`src/rtl/vga_timing_gen_if.sv`:
```
// Pixel-stream bundle of the VGA timing generator: coordinates, strobe, syncs and colour.
// The generator drives it through the master modport; a pixel source / display sink uses slave.
interface vga_timing_gen_if #(
  parameter int CW      = 10,
  parameter int COLOR_W = 4
);
  // PIX_STB acts as a free-running valid with no ready: each high cycle presents
  // coordinate SX/SY, and RGB_IN must hold that pixel's colour in the same cycle.
  logic [3*COLOR_W-1:0] RGB_IN;
  logic [CW-1:0]        SX;
  logic [CW-1:0]        SY;
  logic                 PIX_STB;
  logic                 HS;
  logic                 VS;
  logic                 DE;
  logic                 LINE_START;
  logic                 FRAME_START;
  logic [COLOR_W-1:0]   R;
  logic [COLOR_W-1:0]   G;
  logic [COLOR_W-1:0]   B;

  modport master (
    input  RGB_IN,
    output SX, SY, PIX_STB, HS, VS, DE, LINE_START, FRAME_START, R, G, B
  );

  modport slave (
    output RGB_IN,
    input  SX, SY, PIX_STB, HS, VS, DE, LINE_START, FRAME_START, R, G, B
  );
endinterface

```
`src/rtl/vga_timing_gen.sv`:
```
// VGA raster timing generator: pixel divider, SX/SY counters, registered syncs/DE/colour.
// Define VGA_TEST_PATTERN_EN to replace RGB_IN with an internal 8-bar colour pattern.
module vga_timing_gen #(
  parameter int H_ACTIVE = 640,
  parameter int H_FRONT  = 16,
  parameter int H_SYNC   = 96,
  parameter int H_BACK   = 48,
  parameter int V_ACTIVE = 480,
  parameter int V_FRONT  = 10,
  parameter int V_SYNC   = 2,
  parameter int V_BACK   = 33,
  parameter int H_POL    = 0,
  parameter int V_POL    = 0,
  parameter int CLK_DIV  = 2,
  parameter int CW       = 10,
  parameter int COLOR_W  = 4
) (
  input  logic CLK,
  input  logic RST,
  vga_timing_gen_if.master vga
);

  localparam int H_TOTAL = H_ACTIVE + H_FRONT + H_SYNC + H_BACK;
  localparam int V_TOTAL = V_ACTIVE + V_FRONT + V_SYNC + V_BACK;
  localparam int DW      = (CLK_DIV > 1) ? $clog2(CLK_DIV) : 1;

  localparam logic [DW-1:0] DIV_LAST = DW'(CLK_DIV - 1);
  localparam logic [CW-1:0] H_LAST   = CW'(H_TOTAL - 1);
  localparam logic [CW-1:0] V_LAST   = CW'(V_TOTAL - 1);
  localparam logic [CW-1:0] H_ACT    = CW'(H_ACTIVE);
  localparam logic [CW-1:0] V_ACT    = CW'(V_ACTIVE);
  localparam logic [CW-1:0] HS_BEG   = CW'(H_ACTIVE + H_FRONT);
  localparam logic [CW-1:0] HS_END   = CW'(H_ACTIVE + H_FRONT + H_SYNC);
  localparam logic [CW-1:0] VS_BEG   = CW'(V_ACTIVE + V_FRONT);
  localparam logic [CW-1:0] VS_END   = CW'(V_ACTIVE + V_FRONT + V_SYNC);
  localparam logic          HS_OFF   = (H_POL == 0);
  localparam logic          VS_OFF   = (V_POL == 0);

  logic [DW-1:0]      div_q, div_d;
  logic [CW-1:0]      sx_q, sx_d;
  logic [CW-1:0]      sy_q, sy_d;
  logic               de_q, de_d;
  logic               hs_q, hs_d;
  logic               vs_q, vs_d;
  logic               line_start_q, line_start_d;
  logic               frame_start_q, frame_start_d;
  logic [COLOR_W-1:0] r_q, r_d;
  logic [COLOR_W-1:0] g_q, g_d;
  logic [COLOR_W-1:0] b_q, b_d;

  logic               pix_stb;
  logic               h_act;
  logic               v_act;
  logic [COLOR_W-1:0] pix_r;
  logic [COLOR_W-1:0] pix_g;
  logic [COLOR_W-1:0] pix_b;

  assign pix_stb = (div_q == DIV_LAST) && !RST;
  assign h_act   = (sx_q < H_ACT);
  assign v_act   = (sy_q < V_ACT);

`ifdef VGA_TEST_PATTERN_EN
  localparam int BAR_W = (H_ACTIVE / 8 > 0) ? H_ACTIVE / 8 : 1;
  localparam int BW    = (BAR_W > 1) ? $clog2(BAR_W) : 1;
  localparam logic [BW-1:0] BAR_LAST = BW'(BAR_W - 1);

  logic [BW-1:0] bar_cnt_q, bar_cnt_d;
  logic [2:0]    bar_k_q, bar_k_d;

  // Bar position restarts during horizontal blanking so every line begins on bar 0.
  always_comb begin : bar_next
    bar_cnt_d = bar_cnt_q;
    bar_k_d   = bar_k_q;
    if (pix_stb) begin
      if (!h_act) begin
        bar_cnt_d = '0;
        bar_k_d   = '0;
      end else if (bar_cnt_q == BAR_LAST) begin
        bar_cnt_d = '0;
        bar_k_d   = bar_k_q + 3'd1;
      end else begin
        bar_cnt_d = bar_cnt_q + 1'b1;
      end
    end
  end

  always_ff @(posedge CLK or posedge RST) begin
    if (RST) begin
      bar_cnt_q <= '0;
      bar_k_q   <= '0;
    end else begin
      bar_cnt_q <= bar_cnt_d;
      bar_k_q   <= bar_k_d;
    end
  end

  assign pix_r = {COLOR_W{bar_k_q[2]}};
  assign pix_g = {COLOR_W{bar_k_q[1]}};
  assign pix_b = {COLOR_W{bar_k_q[0]}};
`else
  assign pix_r = vga.RGB_IN[3*COLOR_W-1 -: COLOR_W];
  assign pix_g = vga.RGB_IN[2*COLOR_W-1 -: COLOR_W];
  assign pix_b = vga.RGB_IN[COLOR_W-1:0];
`endif

  // Outputs register the pre-increment coordinate, so they lag SX/SY by one pixel.
  always_comb begin : next_state
    div_d         = (div_q == DIV_LAST) ? '0 : div_q + 1'b1;
    sx_d          = sx_q;
    sy_d          = sy_q;
    de_d          = de_q;
    hs_d          = hs_q;
    vs_d          = vs_q;
    line_start_d  = 1'b0;
    frame_start_d = 1'b0;
    r_d           = r_q;
    g_d           = g_q;
    b_d           = b_q;
    if (pix_stb) begin
      if (sx_q == H_LAST) begin
        sx_d = '0;
        sy_d = (sy_q == V_LAST) ? '0 : sy_q + 1'b1;
      end else begin
        sx_d = sx_q + 1'b1;
      end
      de_d          = h_act && v_act;
      hs_d          = (sx_q >= HS_BEG && sx_q < HS_END) ? ~HS_OFF : HS_OFF;
      vs_d          = (sy_q >= VS_BEG && sy_q < VS_END) ? ~VS_OFF : VS_OFF;
      line_start_d  = (sx_q == '0);
      frame_start_d = (sx_q == '0) && (sy_q == '0);
      r_d           = (h_act && v_act) ? pix_r : '0;
      g_d           = (h_act && v_act) ? pix_g : '0;
      b_d           = (h_act && v_act) ? pix_b : '0;
    end
  end

  always_ff @(posedge CLK or posedge RST) begin
    if (RST) begin
      div_q         <= '0;
      sx_q          <= '0;
      sy_q          <= '0;
      de_q          <= 1'b0;
      hs_q          <= HS_OFF;
      vs_q          <= VS_OFF;
      line_start_q  <= 1'b0;
      frame_start_q <= 1'b0;
      r_q           <= '0;
      g_q           <= '0;
      b_q           <= '0;
    end else begin
      div_q         <= div_d;
      sx_q          <= sx_d;
      sy_q          <= sy_d;
      de_q          <= de_d;
      hs_q          <= hs_d;
      vs_q          <= vs_d;
      line_start_q  <= line_start_d;
      frame_start_q <= frame_start_d;
      r_q           <= r_d;
      g_q           <= g_d;
      b_q           <= b_d;
    end
  end

  assign vga.SX          = sx_q;
  assign vga.SY          = sy_q;
  assign vga.PIX_STB     = pix_stb;
  assign vga.DE          = de_q;
  assign vga.HS          = hs_q;
  assign vga.VS          = vs_q;
  assign vga.LINE_START  = line_start_q;
  assign vga.FRAME_START = frame_start_q;
  assign vga.R           = r_q;
  assign vga.G           = g_q;
  assign vga.B           = b_q;

endmodule
```
`src/flat_wrapper.sv`:
```
// flat-port wrapper written by rule: the top's interface ports become plain ports
module vga_timing_gen_flat 
#(
  parameter int H_ACTIVE = 640,
  parameter int H_FRONT  = 16,
  parameter int H_SYNC   = 96,
  parameter int H_BACK   = 48,
  parameter int V_ACTIVE = 480,
  parameter int V_FRONT  = 10,
  parameter int V_SYNC   = 2,
  parameter int V_BACK   = 33,
  parameter int H_POL    = 0,
  parameter int V_POL    = 0,
  parameter int CLK_DIV  = 2,
  parameter int CW       = 10,
  parameter int COLOR_W  = 4
)
  (CLK, RST, vga_RGB_IN, vga_SX, vga_SY, vga_PIX_STB, vga_HS, vga_VS, vga_DE, vga_LINE_START, vga_FRAME_START, vga_R, vga_G, vga_B);
  vga_timing_gen_if #(.CW(CW), .COLOR_W(COLOR_W)) vga_i ();
  input  logic CLK;
  input  logic RST;
  input wire logic [$bits(vga_i.RGB_IN)-1:0] vga_RGB_IN;
  output wire logic [$bits(vga_i.SX)-1:0] vga_SX;
  output wire logic [$bits(vga_i.SY)-1:0] vga_SY;
  output wire logic [$bits(vga_i.PIX_STB)-1:0] vga_PIX_STB;
  output wire logic [$bits(vga_i.HS)-1:0] vga_HS;
  output wire logic [$bits(vga_i.VS)-1:0] vga_VS;
  output wire logic [$bits(vga_i.DE)-1:0] vga_DE;
  output wire logic [$bits(vga_i.LINE_START)-1:0] vga_LINE_START;
  output wire logic [$bits(vga_i.FRAME_START)-1:0] vga_FRAME_START;
  output wire logic [$bits(vga_i.R)-1:0] vga_R;
  output wire logic [$bits(vga_i.G)-1:0] vga_G;
  output wire logic [$bits(vga_i.B)-1:0] vga_B;
  assign vga_i.RGB_IN = vga_RGB_IN;
  assign vga_SX = vga_i.SX;
  assign vga_SY = vga_i.SY;
  assign vga_PIX_STB = vga_i.PIX_STB;
  assign vga_HS = vga_i.HS;
  assign vga_VS = vga_i.VS;
  assign vga_DE = vga_i.DE;
  assign vga_LINE_START = vga_i.LINE_START;
  assign vga_FRAME_START = vga_i.FRAME_START;
  assign vga_R = vga_i.R;
  assign vga_G = vga_i.G;
  assign vga_B = vga_i.B;
  vga_timing_gen #(.H_ACTIVE(H_ACTIVE), .H_FRONT(H_FRONT), .H_SYNC(H_SYNC), .H_BACK(H_BACK), .V_ACTIVE(V_ACTIVE), .V_FRONT(V_FRONT), .V_SYNC(V_SYNC), .V_BACK(V_BACK), .H_POL(H_POL), .V_POL(V_POL), .CLK_DIV(CLK_DIV), .CW(CW), .COLOR_W(COLOR_W)) u_core (.CLK(CLK), .RST(RST), .vga(vga_i));
endmodule
```
`config.mk`:
```
export PLATFORM = sky130hd
export DESIGN_NAME = vga_timing_gen_flat
export DESIGN_NICKNAME = d
export VERILOG_FILES = /design/src/rtl/vga_timing_gen_if.sv /design/src/rtl/vga_timing_gen.sv /design/src/flat_wrapper.sv
export SDC_FILE = /design/constraint.sdc
export NUM_CORES = 1
export LEC_CHECK = 0
export BUFFER_PORTS_ARGS = -buffer_cell sky130_fd_sc_hd__buf_4
export CORE_UTILIZATION = 55
export CTS_CLUSTER_DIAMETER = 50
export CTS_CLUSTER_SIZE = 20
export DETAILED_ROUTE_END_ITERATION = 10
export GPL_TIMING_DRIVEN = 0
export HOLD_SLACK_MARGIN = 0.05
export PLACE_DENSITY = 0.93
export SETUP_SLACK_MARGIN = 0.4
export SYNTH_ARGS = -nofsm -noshare
export SYNTH_HDL_FRONTEND = slang
export SYNTH_SLANG_ARGS = --single-unit
export TNS_END_PERCENT = 5
```
`constraint.sdc`:
```
create_clock -name CLK -period 4.5 [get_ports CLK]
set_input_delay 0.45 -clock CLK [delete_from_list [all_inputs] [get_ports CLK]]
set_output_delay 0.45 -clock CLK [all_outputs]
set_load 0.01 [all_outputs]
```
Word-level counts from Yosys, hierarchy flattened
Cells that the tools add are included.

Add/sub/neg operators: 3. Eq/ne operators: 2. Mux-type cells: 10. Reduce and logical (&&, ||, !) cells: 9. $lt $le $gt $ge: 6.

Operators by type and width (count): $add 10x1->10 const B (2); $eq 10x10->1 const B (2); $logic_not 10->1 (2); $lt 10x10->1 const B (2); $lt 10x9->1 const B (2); $mux 10 (2); $mux 4 (3); $ge 10x10->1 const B (1); $ge 10x9->1 const B (1); $logic_and 1x1->1 (5); $mux 1 (5); $reduce_and 2->1 (1); $add 1x1->1 const B (1); $logic_not 1->1 (1).

Register bits: 38. Logic and storage cells: 41. Input bits: 14.

Depth between registers and ports, before layout
Gate-level depths: netlist (run 1).

Depth in word-level cells: 3. Depth in mapped cells: 6. Depth with buffers taken out: 6.

Least setup slack after synthesis (run 1)
OpenSTA, ideal clock, no wires.

Path kind: register -> register. Start point: reg u_core.sx_q[7] (netlist: u_core.vga.SX[7]). End point: reg u_core.sy_q[8] (netlist: u_core.vga.SY[8]). Setup time: 127 ps. Setup slack: 3003 ps. Path buffers: 1. Clock period less this slack: 1497 ps. Arrival: 1370 ps. Stages on the path, launching flop included: 6. Path through: dfrtp_1 > nor4b_4 > and3_1 > buf_6 > nand4_4 > xnor2_2.

Longest elaborated chain between the ends: 2.

RTL lines: start, declared (line vga_timing_gen.sv:40) `logic [CW-1:0] sx_q, sx_d;`; start signal, assigned (line vga_timing_gen.sv:140) `sx_q <= '0;`; start signal, assigned (line vga_timing_gen.sv:152) `sx_q <= sx_d;`; $eq 10x10->1 (line vga_timing_gen.sv:120) `if (sx_q == H_LAST) begin`; $reduce_and 2->1 (no line); end signal, assigned (line vga_timing_gen.sv:153) `sy_q <= sy_d;`; end, declared (line vga_timing_gen.sv:41) `logic [CW-1:0] sy_q, sy_d;`.

No other way between the ends. A chain may end at the register's enable or synchronous reset.

Final worst setup path (run 1)
Start point: reg u_core.div_q. End point: out vga_PIX_STB.

Longest elaborated chain between the ends: 1.

RTL lines: start, declared (line vga_timing_gen.sv:39) `logic [DW-1:0] div_q, div_d;`; start signal, assigned (line vga_timing_gen.sv:151) `div_q <= div_d;`; $logic_and 1x1->1 (line vga_timing_gen.sv:58) `assign pix_stb = (div_q == DIV_LAST) && !RST;`; end, declared (line flat_wrapper.sv:25) `output wire logic [$bits(vga_i.PIX_STB)-1:0] vga_PIX_STB;`.

No other way between the ends.

==> flow_metrics.tcl, run 1 <==
set metrics [dict create \
    synthAdderAreaFrac_pct 2.761 \
    r2r_cells 5 \
    post_drt_wl_per_cell_um 15.74 \
    layout_commonest_cell "buf_4" \
    grt_start_max_net_pins 39 \
    grt_pass1_vias 1488 \
    drive_above_1_share_pct 32.29 \
    clock_latency_ns 0.35 \
    syn_area_sq_mm 0.001813 \
    cp_data_required_time_ns 4.05 \
    die_y_um 59.42 \
    vias_per_cell 5.846 \
    first_pass_iters 4 \
    fin_crit_sh_pct 41.11 \
    place_ws_ns 2.701 \
    post_cts_buffers 0 \
    peakVddDrop_uv 266.3 \
    final_cell_mix "buf_4 (53), dfrtp_1 (36), nand2_1 (15)" \
    hp-class "in -> async" \
    fmax_mhz 540.6 \
    synth-xor-area-share_pct 5.245 \
    dp_hpwl_um 2831 \
    syn_nets 182 \
    synth_simple_gate_area_share_pct 22.64 \
    setup_ws_ns 2.650 \
    drtIter0Drc 88 \
    worstPathMaxFanout 7 \
    cts_resized 0 \
    grt_overflow 0 \
    hold_violations 0 \
    finalSetupTns_ns 0 \
    syn_inst 164 \
    antenna_found_initial 0 \
    fin_crit_ns 1.850 \
    slew_viol_final 0 \
    io_buffers 51 \
    fp.dieArea_sq_mm 0.003530 \
    cap_violations 0 \
    vias 1561 \
    fillCellCount 207 \
    cts.sinks 38 \
    fin_util_pct 76.75 \
    startpoint_type "flop" \
    rows 20 \
    antenna_left 0 \
    yosysSeqAreaShare_pct 52.59 \
    maxSlewHeadroom_pct 48.93 \
    cts_root_buffer "clkbuf_4" \
    power_density_mw_per_mm2 365.5 \
    path_clk_slew_ns 0.11 \
    antenna_cells 0 \
    yosys.cell_types.count 37 \
    initial_core_util_pct 58.90 \
    synth_top_family_by_area "simple AND/OR/NAND/NOR gates" \
    holdBufCountCts 0 \
    rsz0062_at_grt "no" \
    ys_async_sr_fraction_pct 100.0 \
    tightest_slew_ns 0.7650 \
    htree_levels 2 \
    wl_um 4203 \
    report.final.setup_viol 0 \
    leakage_nw 1.201 \
    design.portCount 52 \
    synth_seq_cells 38 \
    die_x_um 59.42 \
    synth_ff_type "dfrtp_1" \
    synth_compound_gate_area_share_pct 12.01 \
    tritoncts "built" \
    core_area_sq_mm 0.003078 \
    cts_max_path_buffers 2 \
    post-route-drc-count 0 \
    synth_edf_count 0 \
    fin_nets 240 \
    avgSynthCellArea_sq_um 11.05 \
    arrival_ns 1.40 \
    crit_type "reg -> out" \
    gp_congestion 0.8112 \
    status "completed" \
    yosysWarnings 0 \
    cts_buffers 5 \
    skew_ns 0.006643 \
    muxShareOfSynthArea_pct 0.5521 \
    end_kind "output pin" \
    grt_usage_pct 27.05 \
    grt_pass1_wl_um 6934 \
    area_growth_pct 30.30 \
]
[power breakdown]
part | total (mW) | internal, mW | switching, mW
clock network | 0.302 | 0.188 | 0.114
logic | 0.148 | 0.0791 | 0.0691
registers | 0.413 | 0.372 | 0.0414
total | 0.864 | 0.639 | 0.224
[layout make-up]
class | instances | area (sq um) | share of cell area [%]
flip-flops and latches | 38 | 953.4 | 40.36
multi-input cells | 110 | 783.3 | 33.16
repair buffers | 51 | 382.9 | 16.21
clock inverters | 2 | 60.06 | 2.542
well taps | 44 | 55.05 | 2.331
clock buffers | 6 | 51.30 | 2.172
plain buffers | 6 | 38.79 | 1.642
inverters | 10 | 37.54 | 1.589
[kinds of logic (layout without fill, tap and decap cells)]
group | after synthesis | in the layout
xor gates and xnor gates | 10 | 10
buffers and inverters | 16 | 75
AOI/OAI and AO/OA | 31 | 31
adders and majority gates | 4 | 4
and+or+nand+nor | 64 | 64
DFF | 38 | 38
muxes | 1 | 1
[registers in the layout, indices dropped and copies added (netlist names)]
| name | count |
|---|---|
| u_core.vga.G | 4 |
| u_core.vga.B | 4 |
| u_core.div_q | 1 |
| u_core.vga.VS | 1 |
| u_core.vga.FRAME_START | 1 |
| u_core.vga.SX | 10 |
| u_core.vga.R | 4 |
| u_core.vga.LINE_START | 1 |
| u_core.vga.DE | 1 |
| u_core.vga.SY | 10 |
| u_core.vga.HS | 1 |
[worst max-delay path, stage by stage, from the launching register on]
cell	delay, ns
dfrtp_1	0.42
nand2b_1	0.23
inv_1	0.21
buf_4	0.19
[stage by stage]
step	total power, mW	cell area (sq um)	cells	hold slack (ns)
floorplan	0.4890	1813	164	0.4177
global placement	0.5596	2251	259	0.4331
detailed placement	0.5657	2251	259	0.4581
CTS	0.8674	2362	267	0.3032
global route	0.9024	2362	267	0.3028
finish	0.8635	2362	267	0.2575
[worst paths after layout]
kind | slack [ns] | to | from
worst max register to register | 2.81 | u_core.vga.SY[8]$_DFFE_PP0P_ | u_core.vga.SX[7]$_DFFE_PP0P_
min in group CLK | 0.31 | u_core.vga.B[3]$_DFFE_PP0P_ | vga_RGB_IN[3]
worst min-delay path | 0.26 | u_core.vga.SY[9]$_DFFE_PP0P_ | RST
worst max-delay path | 2.65 | vga_PIX_STB | u_core.div_q$_DFF_PP0_
max in group asynchronous | 3.76 | u_core.vga.FRAME_START$_DFF_PP0_ | RST
worst min register to register | 0.48 | u_core.div_q$_DFF_PP0_ | u_core.div_q$_DFF_PP0_
[Yosys cell counts, types with 2 or more instances]
master    instances  share of area, %
a22o_1           12               5.8
nor4_1            3               1.0
nor3_1            3              0.83
dfrtp_1          36                50
xnor2_1           8               3.9
o21ai_0           7               1.9
nand4_1           4               1.4
buf_4             2              0.83
nor4b_4           2               2.6
nor2_1            7               1.4
nand2_1          15               3.1
or3_1             2              0.69
and3_1            8               2.8
a31oi_1           2              0.69
nand3_1          10               2.8
a21oi_1           3              0.83
clkbuf_1          2              0.41
o31ai_1           3               1.2
inv_1            10               2.1
dfstp_2           2               2.9
and4_1            4               1.9
ha_1              4               2.8
[routing by layer]
metal	wire [um]	up-vias	GRT usage, %	share of wire [%]
met1	1767	744	33.96	42
li1	-	712	-	-
met3	328	15	7.205	7.8
met2	1979	90	42.86	47
met4	127	0	13.95	3.0
met5	0	-	0	0
(Power assumes the default switching activity.)
==> run 2, diff against run 1 <==
--- a/config.mk
+++ b/config.mk
@@ -5,14 +5,15 @@
 export SDC_FILE = /design/constraint.sdc
 export NUM_CORES = 1
 export LEC_CHECK = 0
+export ABC_AREA = 1
 export BUFFER_PORTS_ARGS = -buffer_cell sky130_fd_sc_hd__buf_4
-export CORE_UTILIZATION = 55
+export CORE_UTILIZATION = 47
 export CTS_CLUSTER_DIAMETER = 50
 export CTS_CLUSTER_SIZE = 20
 export DETAILED_ROUTE_END_ITERATION = 10
 export GPL_TIMING_DRIVEN = 0
 export HOLD_SLACK_MARGIN = 0.05
-export PLACE_DENSITY = 0.93
+export PLACE_DENSITY = 0.84
 export SETUP_SLACK_MARGIN = 0.4
 export SYNTH_ARGS = -nofsm -noshare
 export SYNTH_HDL_FRONTEND = slang
==> constraint.sdc (replaced) <==
create_clock -name CLK -period 1.7 [get_ports CLK]
set_input_delay 0.17 -clock CLK [delete_from_list [all_inputs] [get_ports CLK]]
set_output_delay 0.17 -clock CLK [all_outputs]
set_load 0.01 [all_outputs]
==> run 2 against run 1 <==
The flow now finishes with violations (negative hold slack); critical path depth grew 4; sequential cell count unchanged; sequential power increased to 2.8 times the previous value; via count grew 28%; largest cell class unchanged; non-clock buffer count up 22; routed wire length is 22% higher; cell count is 44% higher; setup slack lost 2.3 ns; highest routed layer unchanged.
==> flow_metrics.tcl, run 2 <==
set metrics [dict create \
    hold_violations 36 \
    slew_viol_final 0 \
    cts_buffers 5 \
    cts_max_path_buffers 2 \
    yosys.cell_types.count 30 \
    tritoncts "built" \
    fp.dieArea_sq_mm 0.004566 \
    yosysTopAreaCell "dfrtp_1" \
    grt-busiest-layer "met2" \
    path_clk_slew_ns 0.08 \
    design.portCount 52 \
    io_buffers 51 \
    syn_inst 255 \
    wl_um 5137 \
    synth_seq_cells 38 \
    gp_congestion 0.8904 \
    drtIter0Drc 185 \
    final_cell_mix "buf_4 (71), nand2_1 (65), dfrtp_1 (34)" \
    fmax_mhz 742.3 \
    power_density_mw_per_mm2 990.3 \
    drive_above_1_share_pct 37.61 \
    antenna_left 0 \
    switching_share_pct 33.81 \
    p_seq_share_pct 40.4 \
    die_y_um 67.57 \
    rsz0062_at_grt "yes" \
    maxSlewHeadroom_pct 81.54 \
    place_ws_ns 0.04255 \
    gr-usage-met1_pct 30.60 \
    initial_core_util_pct 49.80 \
    hold_slack_ns -0.1766 \
    die_x_um 67.57 \
    clock_latency_ns 0.30 \
    setup_ws_ns 0.3528 \
    violations "negative hold slack" \
    area_growth_pct 40.68 \
    dp_hpwl_um 3346 \
    avgSynthCellArea_sq_um 7.924 \
    worstPathMaxFanout 4 \
    yosysSeqAreaShare_pct 47.18 \
    end_kind "flop" \
    first_pass_iters 4 \
    grt_pass1_vias 1756 \
    vias 2000 \
    post-route-drc-count 0 \
    synth.area.top_cells "dfrtp_1 (45%), nand2_1 (12%), nand3_1 (8.2%), inv_1 (6.1%), nor2_1 (4.3%)" \
    arrival_ns 1.54 \
    layout_commonest_cell "buf_4" \
    use_met2_pct 37.75 \
    grt_pass1_wl_um 7817 \
    intPower_mw 1.863 \
    peakVddDrop_uv 581.3 \
    status "finished with violations" \
    finalSetupTns_ns 0 \
    syn_area_sq_mm 0.002021 \
    synth_ff_type "dfrtp_1" \
    fin_crit_ns 1.347 \
    comb_power_share_pct 32.5 \
    ys_async_sr_fraction_pct 100.0 \
    yosysWarnings 0 \
    startpoint_type "flop" \
    vias_per_cell 5.195 \
    yosysMostFrequentCell "nand2_1" \
    ys_top_cells_by_count "nand2_1 (67), dfrtp_1 (36), inv_1 (33), nand3_1 (33), nor2_1 (23)" \
    leakage_nw 1.465 \
    tightest_slew_ns 0.2769 \
    report.final.setup_viol 0 \
    cap_violations 0 \
    crit_type "reg -> reg" \
    rows 23 \
    post_drt_wl_per_cell_um 13.34 \
    pwr-share-clk_pct 27.1 \
    grt_use_met3_pct 5.405 \
    grt_usage_pct 23.44 \
    synth_edf_count 0 \
    grt_start_max_net_pins 40 \
    skew_ns 0.01033 \
    hp-class "in -> async" \
    core_area_sq_mm 0.004058 \
    fin_nets 352 \
    fin_crit_sh_pct 79.25 \
    antenna_cells 0 \
    htree_levels 2 \
    cp_data_required_time_ns 1.89 \
    netlist.area_leader.share_pct 44.58 \
    grt_overflow 0 \
    p_sw_uw 951.7 \
    antenna_found_initial 0 \
    syn_nets 273 \
    cts.sinks 38 \
    cts_root_buffer "clkbuf_8" \
]
==> run 2: cell types whose count changed after synthesis, sizes merged, moves of 5 or more <==
cell / delta
nand3: +24
nor3: +5
o21ai: +5
nor2: +22
a22o: -11
nand2: +54
xnor2: -9
and3: -8
inv: +25
==> run 2: path summary, 6_finish.rpt <==
check | start | to | slack, ns | cells after the start
max | u_core.vga.SX[1]$_DFFE_PP0P_ | u_core.vga.SX[9]$_DFFE_PP0P_ | 0.35 | 7
min reg2reg | u_core.div_q$_DFF_PP0_ | u_core.div_q$_DFF_PP0_ | 0.46 | 1
min | RST | u_core.vga.SX[9]$_DFFE_PP0P_ | -0.18 | 2
min in group CLK | vga_RGB_IN[4] | u_core.vga.G[0]$_DFFE_PP0P_ | 0.10 | 3
max in group asynchronous | RST | u_core.vga.VS$_DFFE_PP1P_ | 1.60 | 2
max reg2reg | u_core.vga.SX[1]$_DFFE_PP0P_ | u_core.vga.SX[9]$_DFFE_PP0P_ | 0.35 | 7
==> run 2: layout make-up <==
cell class	count	area (sq um)
Sequential cell	38	955.9
Fill cell	291	1215
Inverter	35	141.4
Clock inverter	3	40.04
Buffer	7	71.32
Timing Repair Buffer	72	548.0
Tap cell	50	62.56
Clock buffer	5	68.82
Multi-Input combinational cell	175	954.7
==> run 2: through the flow <==
step           power (mW)  cell area [sq um]  hold WS, ns  instances  utilization, %
6_report            2.815               2843      -0.1766        385           70.06
5_1_grt             2.964               2843      -0.1596        385           70.06
4_1_cts             2.801               2776      -0.1384        381           68.42
3_5_place_dp        1.898               2469       0.2356        356           60.84
3_3_place_gp        1.879               2469       0.2374        356           60.84
2_1_floorplan       1.583               2023      0.04443        255               -
==> run 2: logic make-up after synthesis <==
kind of cell | Yosys count | synth area share [%]
and+or+nand+nor | 150 | 35.29
buffers and inverters | 42 | 9.102
DFF | 38 | 47.18
AOI/OAI and AO/OA | 19 | 5.077
adders and majority gates | 4 | 2.477
xor gates and xnor gates | 2 | 0.8670
==> run 2: routing by layer <==
layer	vias up	share of wire (%)
met5	-	0
met4	0	1.4
met3	8	7.5
met2	90	47
met1	925	44
li1	977	-
==> run 2: critical path, stage by stage, from the launching register on <==
cell	delay, ns
dfrtp_1	0.37
ha_2	0.20
inv_2	0.04
nor2_4	0.13
nand4_1	0.20
buf_4	0.20
nand2_1	0.06
nor2_1	0.04
==> run 2: timing repair <==
item | CTS | global route
pin swaps | 11 | 5
gates resized for setup | 25 | 16
endpoints found under the setup margin | 28 | 31
gates cloned | 0 | 0
hold endpoints to repair | 36 | 36
buffers inserted | 17 | 4
==> run 2: power groups by stage <==
| stage | Clock (mW) | Combinational (mW) | Sequential [mW] |
|---|---|---|---|
| after floorplan | 0 | 0.379 | 1.20 |
| after global placement | 0 | 0.713 | 1.17 |
| after detailed placement | 0 | 0.730 | 1.17 |
| after CTS | 0.770 | 0.900 | 1.13 |
| after global routing | 0.814 | 1.00 | 1.15 |
| final | 0.764 | 0.914 | 1.14 |
==> run 3, diff against run 2 <==
--- a/config.mk
+++ b/config.mk
@@ -7,13 +7,13 @@
 export LEC_CHECK = 0
 export ABC_AREA = 1
 export BUFFER_PORTS_ARGS = -buffer_cell sky130_fd_sc_hd__buf_4
-export CORE_UTILIZATION = 47
+export CORE_UTILIZATION = 52
 export CTS_CLUSTER_DIAMETER = 50
 export CTS_CLUSTER_SIZE = 20
 export DETAILED_ROUTE_END_ITERATION = 10
 export GPL_TIMING_DRIVEN = 0
 export HOLD_SLACK_MARGIN = 0.05
-export PLACE_DENSITY = 0.84
+export PLACE_DENSITY = 0.88
 export SETUP_SLACK_MARGIN = 0.4
 export SYNTH_ARGS = -nofsm -noshare
 export SYNTH_HDL_FRONTEND = slang
==> constraint.sdc (replaced) <==
create_clock -name CLK -period 1.27 [get_ports CLK]
set_input_delay 0.127 -clock CLK [delete_from_list [all_inputs] [get_ports CLK]]
set_output_delay 0.127 -clock CLK [all_outputs]
set_load 0.01 [all_outputs]
==> run 3 against run 2 <==
Critical endpoint is now u_core.vga.B[3]$_DFFE_PP0P_; the run ends with negative hold slack, negative setup slack left; largest power group unchanged; maximum frequency fell by 3.9%; sequential power rose by 39%; routed wire length rose by 0.23%; die area fell by 9.3%; global-route usage rose by 3.7 points; critical path type unchanged; cell area rose by 1.5%; via count fell by 1.6%.
==> flow_metrics.tcl, run 3 (synthesis results as in run 2) <==
set metrics [dict create \
    fin_nets 344 \
    rows 22 \
    worstPathMaxFanout 6 \
    die_x_um 64.34 \
    grt_pass1_wl_um 8611 \
    crit_type "reg -> reg" \
    report.final.setup_viol 24 \
    cp_data_required_time_ns 1.49 \
    area_growth_pct 42.85 \
    fin_crit_ns 1.401 \
    end_kind "flop" \
    arrival_ns 1.62 \
    cts_root_buffer "clkbuf_8" \
    slew_viol_final 0 \
    core_area_sq_mm 0.003689 \
    final_cell_mix "nand2_1 (64), buf_6 (34), buf_4 (33)" \
    vias_per_cell 5.251 \
    cts_buffers 5 \
    pwr-share-clk_pct 23.0 \
    grt_pass1_vias 1931 \
    die_y_um 64.34 \
    initial_core_util_pct 54.78 \
    power_density_mw_per_mm2 1257 \
    status "finished with violations" \
    switching_share_pct 34.65 \
    maxSlewHeadroom_pct 76.72 \
    final_area_sq_mm 0.002887 \
    grt_start_max_net_pins 40 \
    post_drt_wl_per_cell_um 13.73 \
    drive_above_1_share_pct 37.31 \
    placedInstanceArea_sq_mm 0.002474 \
    dp_hpwl_um 3366 \
    first_pass_iters 4 \
    tightest_slew_ns 0.3481 \
    vias 1969 \
    cap_violations 0 \
    hold_violations 36 \
    p_seq_share_pct 43.5 \
    comb_power_share_pct 33.5 \
    finalSetupTns_ns -1.759 \
    fmax_mhz 713.7 \
    wl_um 5149 \
    skew_ns 0.003837 \
    peakVddDrop_uv 666.5 \
    rsz0062_at_grt "yes" \
    design.portCount 52 \
    fp.dieArea_sq_mm 0.004139 \
    path_clk_slew_ns 0.07 \
    hp-class "in -> async" \
    post-route-drc-count 0 \
    gp_congestion 0.8938 \
    startpoint_type "flop" \
    leakage_nw 1.437 \
    drtIter0Drc 107 \
    fin_crit_sh_pct 110.3 \
    tritoncts "built" \
    antenna_cells 0 \
    place_ws_ns -0.3475 \
    setup_ws_ns -0.1312 \
    intPower_mw 2.372 \
    layout_commonest_cell "nand2_1" \
    grt_overflow 0 \
    cts.sinks 38 \
    io_buffers 51 \
    antenna_left 0 \
    p_sw_mw 1.257 \
    htree_levels 2 \
    grt_usage_pct 27.14 \
    clock_latency_ns 0.28 \
    violations "negative hold slack, negative setup slack" \
    fin_util_pct 78.26 \
    cts_max_path_buffers 2 \
    hold_slack_ns -0.1836 \
    antenna_found_initial 0 \
]
-- run 3: cell count changes in the layout (fill, tap and decap cells not counted), moves of 3 or more --
cell / change
buf_4: -38
buf_6: +29
nand3_2: +3
nand3_1: -3
-- run 3: layer usage --
metal  vias to the layer above  share of wire, %  global-route usage, %
li1                        968                 -                      -
met1                       925                42                  35.93
met2                        68                52                  44.74
met3                         8               4.8                  4.643
met4                         0               1.4                  9.444
met5                         -                 0                      0
-- run 3: metrics by stage --
| stage | instances | power (mW) |
|---|---|---|
| floorplan | 255 | 2.121 |
| global placement | 354 | 2.513 |
| detailed placement | 354 | 2.551 |
| CTS | 372 | 3.561 |
| global route | 375 | 3.834 |
| finish | 375 | 3.629 |
-- run 3: worst max-delay path: stages (launching register included) --
cell and delay [ns]:
dfrtp_1 0.37, nand2_2 0.08, buf_8 0.15, buf_8 0.13, nor3_4 0.28, buf_6 0.18
nand3_1 0.08, nand2_1 0.07
-- run 3: repair_timing --
item	in CTS	in global routing
setup buffers	9	3
resized for setup	57	16
hold endpoints to repair	36	36
cloned	1	0
setup endpoints to repair	75	75
pin swaps	15	6
-- run 3: layout make-up --
cell class / count / area (sq um)
multi-input combinational: 175 / 960.9
sequential: 38 / 958.4
fill: 241 / 802.0
timing repair buffer: 64 / 608.1
inverter: 35 / 136.4
clock buffer: 7 / 86.33
buffer: 7 / 71.32
tap: 48 / 60.06
clock inverter: 1 / 5.005
-- run 3: final timing paths --
kind | startpoint | endpoint | slack (ns) | cells after the start
worst max-delay path | u_core.div_q$_DFF_PP0_ | u_core.vga.B[3]$_DFFE_PP0P_ | -0.13 | 7
worst min-delay path | RST | u_core.vga.SX[4]$_DFFE_PP0P_ | -0.18 | 2
worst max register to register | u_core.div_q$_DFF_PP0_ | u_core.vga.B[3]$_DFFE_PP0P_ | -0.13 | 7
worst min register to register | u_core.vga.B[0]$_DFFE_PP0P_ | u_core.vga.B[0]$_DFFE_PP0P_ | 0.50 | 2
max in group asynchronous | RST | u_core.vga.VS$_DFFE_PP1P_ | 1.13 | 2
min in group CLK | vga_RGB_IN[6] | u_core.vga.G[2]$_DFFE_PP0P_ | 0.07 | 3
-- run 3: power groups by stage --
stage	Sequential (mW)	Combinational, mW	Clock (mW)
3_3_place_gp	1.56	0.948	0
5_1_grt	1.60	1.33	0.910
4_1_cts	1.56	1.15	0.855
6_report	1.58	1.21	0.836
2_1_floorplan	1.61	0.509	0
3_5_place_dp	1.57	0.983	0
